[src/rtl/ram_arbiter.sv]
// Two-port arbiter in front of a single synchronous RAM: port A (video) has priority,
// port B (game logic) is guaranteed a grant after MAX_WAIT consecutive denials.
module ram_arbiter #(
   parameter int ADDR_W   = 17,
   parameter int WDATA_W  = 8,
   parameter int RDATA_W  = 5,
   parameter int MAX_WAIT = 4
) (
   input  logic               Clk,
   input  logic               Reset_n,
   input  logic               req_a,
   input  logic [ADDR_W-1:0]  addr_a,
   output logic               gnt_a,
   output logic               rvalid_a,
   output logic [RDATA_W-1:0] rdata_a,
   input  logic               req_b,
   input  logic               we_b,
   input  logic [ADDR_W-1:0]  addr_b,
   input  logic [WDATA_W-1:0] wdata_b,
   output logic               gnt_b,
   output logic               rvalid_b,
   output logic [RDATA_W-1:0] rdata_b,
   output logic [ADDR_W-1:0]  ram_addr,
   output logic [WDATA_W-1:0] ram_din,
   output logic               ram_we,
   input  logic [RDATA_W-1:0] ram_dout,
   output logic               a_miss,
   output logic [7:0]         miss_cnt,
   input  logic               miss_clr
);

   typedef enum logic [1:0] {IDLE, RD_A, RD_B} owner_t;

   owner_t              owner_q, owner_d;
   logic [3:0]          wait_cnt_q, wait_cnt_d;
   logic [ADDR_W-1:0]   ram_addr_q, ram_addr_d;
   logic                a_miss_q, a_miss_d;
   logic [7:0]          miss_cnt_q, miss_cnt_d;
   logic                force_b;

   always_ff @(posedge Clk or negedge Reset_n) begin
      if (!Reset_n) begin
         owner_q    <= IDLE;
         wait_cnt_q <= '0;
         ram_addr_q <= '0;
         a_miss_q   <= 1'b0;
         miss_cnt_q <= '0;
      end else begin
         owner_q    <= owner_d;
         wait_cnt_q <= wait_cnt_d;
         ram_addr_q <= ram_addr_d;
         a_miss_q   <= a_miss_d;
         miss_cnt_q <= miss_cnt_d;
      end
   end

   always_comb begin
      // Grants are gated by reset so the RAM sees no access while Reset_n is low.
      force_b    = req_b && (wait_cnt_q == 4'(MAX_WAIT));
      gnt_b      = Reset_n && req_b && (force_b || !req_a);
      gnt_a      = Reset_n && req_a && !force_b;

      ram_addr_d = ram_addr_q;
      if (gnt_a)      ram_addr_d = addr_a;
      else if (gnt_b) ram_addr_d = addr_b;
      ram_addr   = ram_addr_d;
      ram_din    = wdata_b;
      ram_we     = gnt_b && we_b;

      wait_cnt_d = '0;
      if (req_b && !gnt_b)
         wait_cnt_d = (wait_cnt_q < 4'(MAX_WAIT)) ? wait_cnt_q + 4'd1 : wait_cnt_q;

      owner_d = IDLE;
      if (gnt_a)              owner_d = RD_A;
      else if (gnt_b && !we_b) owner_d = RD_B;

      a_miss_d   = req_a && !gnt_a;
      miss_cnt_d = miss_cnt_q;
      if (miss_clr)                           miss_cnt_d = '0;
      else if (a_miss_d && miss_cnt_q != 8'hFF) miss_cnt_d = miss_cnt_q + 8'd1;

      rvalid_a = (owner_q == RD_A);
      rvalid_b = (owner_q == RD_B);
      rdata_a  = rvalid_a ? ram_dout : '0;
      rdata_b  = rvalid_b ? ram_dout : '0;
      a_miss   = a_miss_q;
      miss_cnt = miss_cnt_q;
   end

endmodule

[config.mk]
export PLATFORM = sky130hd
export DESIGN_NAME = ram_arbiter
export DESIGN_NICKNAME = d
export VERILOG_FILES = /design/src/rtl/ram_arbiter.sv
export SDC_FILE = /design/constraint.sdc
export NUM_CORES = 1
export LEC_CHECK = 0
export CORE_MARGIN = 3
export CORE_UTILIZATION = 40
export DETAILED_ROUTE_END_ITERATION = 8
export PLACE_DENSITY = 0.87
export SETUP_SLACK_MARGIN = 0.02
export SYNTH_ARGS = -nofsm -noshare
export SYNTH_HDL_FRONTEND = slang
export SYNTH_SLANG_ARGS = --single-unit
export TNS_END_PERCENT = 100
[constraint.sdc]
create_clock -name Clk -period 3.7 [get_ports Clk]
set_clock_uncertainty 0.15 [all_clocks]
set_input_delay 1.11 -clock Clk [delete_from_list [all_inputs] [get_ports Clk]]
set_output_delay 1.11 -clock Clk [all_outputs]
set_load 0.1 [all_outputs]
==> results.toml <==
[synthesis]
synth_top_family_by_area = "simple AND/OR/NAND/NOR gates"
synthMuxAreaShare_pct = 11.2
syn_area_per_cell_um2 = 9.79
ys_types = 34
synthXorXnorAreaFrac_pct = 1.03
synth_compound_area_share_pct = 13.2
ys_ff_latch = 32
syn_inst = 173
ys_seq_area_share_pct = 47.3
yosys_warnings = 0
synth_nets = 229
yosys.area_share.simple_pct = 18.1
synthAdderAreaFrac_pct = 2.22
netlist_area_um2 = 1690

[critical_path]
crit_required_ps = 2440
worstPathMaxFanout = 18
critPathArrivalTime_ps = 2370
critPathCaptureType = "output port"
critPathKind = "in2out"
startpoint_type = "input pin"

[route]
drtPass1Iterations = 4
wire_per_inst_um = 18.2
postRouteAntennaNets = 0
routed_wirelength_um = 6170
via_count = 1795
drcViolationCount = 0
drt_iter0_drc = 160
avgViaCountPerCell = 5.31

[floorplanning]
die_y_um = 71.1
initial_core_util_pct = 41.8
row_count = 23
core_um2 = 4060
die_area_um2 = 5050
die_x_um = 71.1
pin_count = 102

[timing]
drv_slew = 0
fmax_mhz = 276
rsz0062_at_grt = "yes"
tightest_slew_ps = 470
period_needed_ps = 3630
holdWs_ps = 458
slew_headroom_pct = 68.7
worst_slack_ps = 71.1
finalSetupViolCount = 0
final_hold_viol_count = 0
finalCritPeriodShare_pct = 98.1

[global_route]
grt_pass1_wl_um = 9680
grt_pass1_vias = 1910
antenna_found_initial = 0
overflow = 0
grt_max_degree = 36
grtUsageTotal_pct = 24.9

[place]
dp_hpwl_um = 4080
place_ws_ps = -167
dpl.cell_count = 312
gp_congestion = 0.805
io_buffers = 85

[pwr]
max-vdd-ir-drop_mv = 0.319
power.total_mw = 1.33
powerDensity_nw_per_um2 = 383
leakage_nw = 1.55

[finish]
area_growth_syn_to_layout_pct = 105
diodes = 0
layout.cells.non_filler = 338
nets = 343
layout-drive-gt1-share_pct = 40.6
final_util_pct = 85.5
most-common-layout-cells = "clkdlybuf4s50_1 (41), buf_4 (41), buf_12 (33), dfrtp_1 (32), nor2_1 (25)"

[cts]
cts_root_buf = "clkbuf_8"
clockBufferDepth = 2
cts_sinks = 32
cts_tree = "done"
hold_buffers = 0
clkTransAtPathRegs_ps = 70
worstSkewPairLatency_ps = 280
htree_levels = 2
cts_made_buffers = 5

[min_path]
hold_path.class = "reg2reg"

[run]
cap_viol_max_count = 0

[run_status]
status = "complete, no violations"
-- what timing repair did --
| action | in CTS | in global routing |
|---|---|---|
| gates resized for setup | 14 | 4 |
| setup buffers | 15 | 2 |
| hold endpoints to repair | 0 | 0 |
| endpoints found under the setup margin | 18 | 19 |
| pin swaps | 2 | 3 |
| cloned | 1 | 0 |
-- critical path, stage by stage --
cell	delay (ps)
clkdlybuf4s15_1	180
buf_4	150
nand2_2	90
buf_12	200
mux2i_1	330
a21oi_4	110
buf_12	170
-- synthesized netlist by cell type --
library cell | number | area share [%]
mux2i_1 | 19 | 11
nand2_1 | 3 | 0.66
dfrtp_1 | 32 | 47
xnor2_1 | 1 | 0.52
nand4_1 | 1 | 0.37
a21bo_2 | 1 | 0.59
a41o_1 | 1 | 0.59
and4_1 | 2 | 1.0
a21oi_1 | 22 | 6.5
ha_1 | 3 | 2.2
inv_1 | 7 | 1.6
o2111ai_1 | 1 | 0.52
nand2_2 | 1 | 0.37
nor2b_1 | 5 | 1.8
and4b_1 | 1 | 0.59
xor2_1 | 1 | 0.52
nor3_1 | 1 | 0.30
nand4b_1 | 1 | 0.52
clkbuf_4 | 1 | 0.44
or3_1 | 1 | 0.37
buf_4 | 8 | 3.5
o21a_1 | 1 | 0.44
a31oi_1 | 2 | 0.74
and2_1 | 11 | 4.1
clkbuf_1 | 1 | 0.22
o221ai_2 | 1 | 0.89
buf_2 | 4 | 1.2
o21ai_0 | 3 | 0.89
and3_1 | 2 | 0.74
a211oi_1 | 2 | 0.89
nor2_1 | 26 | 5.8
a21boi_2 | 1 | 0.66
nand3_1 | 5 | 1.5
a311oi_1 | 1 | 0.52
-- where the power goes --
group          leakage (nW)  internal [mW]  total (mW)  switching, mW
clock                0.0455          0.152       0.282          0.130
combinational          1.11          0.254       0.647          0.393
sequential            0.395          0.381       0.399         0.0173
total                  1.55          0.787        1.33          0.540
-- sequential cells by signal, summed over array words and instances, names as in the netlist --
| name | count |
|---|---|
| ram_addr_q | 17 |
| miss_cnt | 8 |
| wait_cnt_q | 4 |
| owner_q | 2 |
| a_miss | 1 |
-- routing by layer --
layer  GRT usage [%]  part of all wire, %  vias up  routed length [um]
met5               0                    0        -                   0
met4            10.9                  2.0        0                 125
met3            4.83                  5.8       14                 356
met2            48.2                   56       90                3480
met1            25.5                   36      865                2210
li1                -                    -      826                   -
-- kinds of logic after synthesis --
kind of cell | Yosys count
and+or+nand+nor | 60
AOI/OAI and AO/OA | 36
DFF | 32
buffers and inverters | 21
muxes | 19
adders and majority gates | 3
xor gates and xnor gates | 2
-- metrics by stage --
step / area, um2 / TNS, ps
CTS: 3440 / 0
global route: 3470 / 0
finish: 3470 / 0
detailed placement: 3150 / -2290
global placement: 3150 / -1690
floorplan: 1900 / -3100
-- path summary, 6_finish.rpt --
path	to	slack (ps)	cells past startpoint	startpoint
max reg2reg	miss_cnt[6]$_DFFE_PN0P_	460	18	wait_cnt_q[0]$_DFFE_PN0P_
min in group asynchronous	wait_cnt_q[2]$_DFFE_PN0P_	820	2	Reset_n
max	ram_addr[6]	70	7	req_b
min	wait_cnt_q[1]$_DFFE_PN0P_	460	2	wait_cnt_q[1]$_DFFE_PN0P_
max in group asynchronous	miss_cnt[6]$_DFFE_PN0P_	2250	2	Reset_n
min reg2reg	wait_cnt_q[1]$_DFFE_PN0P_	460	2	wait_cnt_q[1]$_DFFE_PN0P_
-- final cells by class --
class | instances | area [um2]
Clock buffer | 8 | 90.1
Fill cell | 196 | 587
Inverter | 7 | 26.3
Multi-Input combinational cell | 120 | 1040
Sequential cell | 32 | 801
Tap cell | 50 | 62.6
Timing Repair Buffer | 121 | 1450
Note: power is estimated with default switching activity, not from simulation.
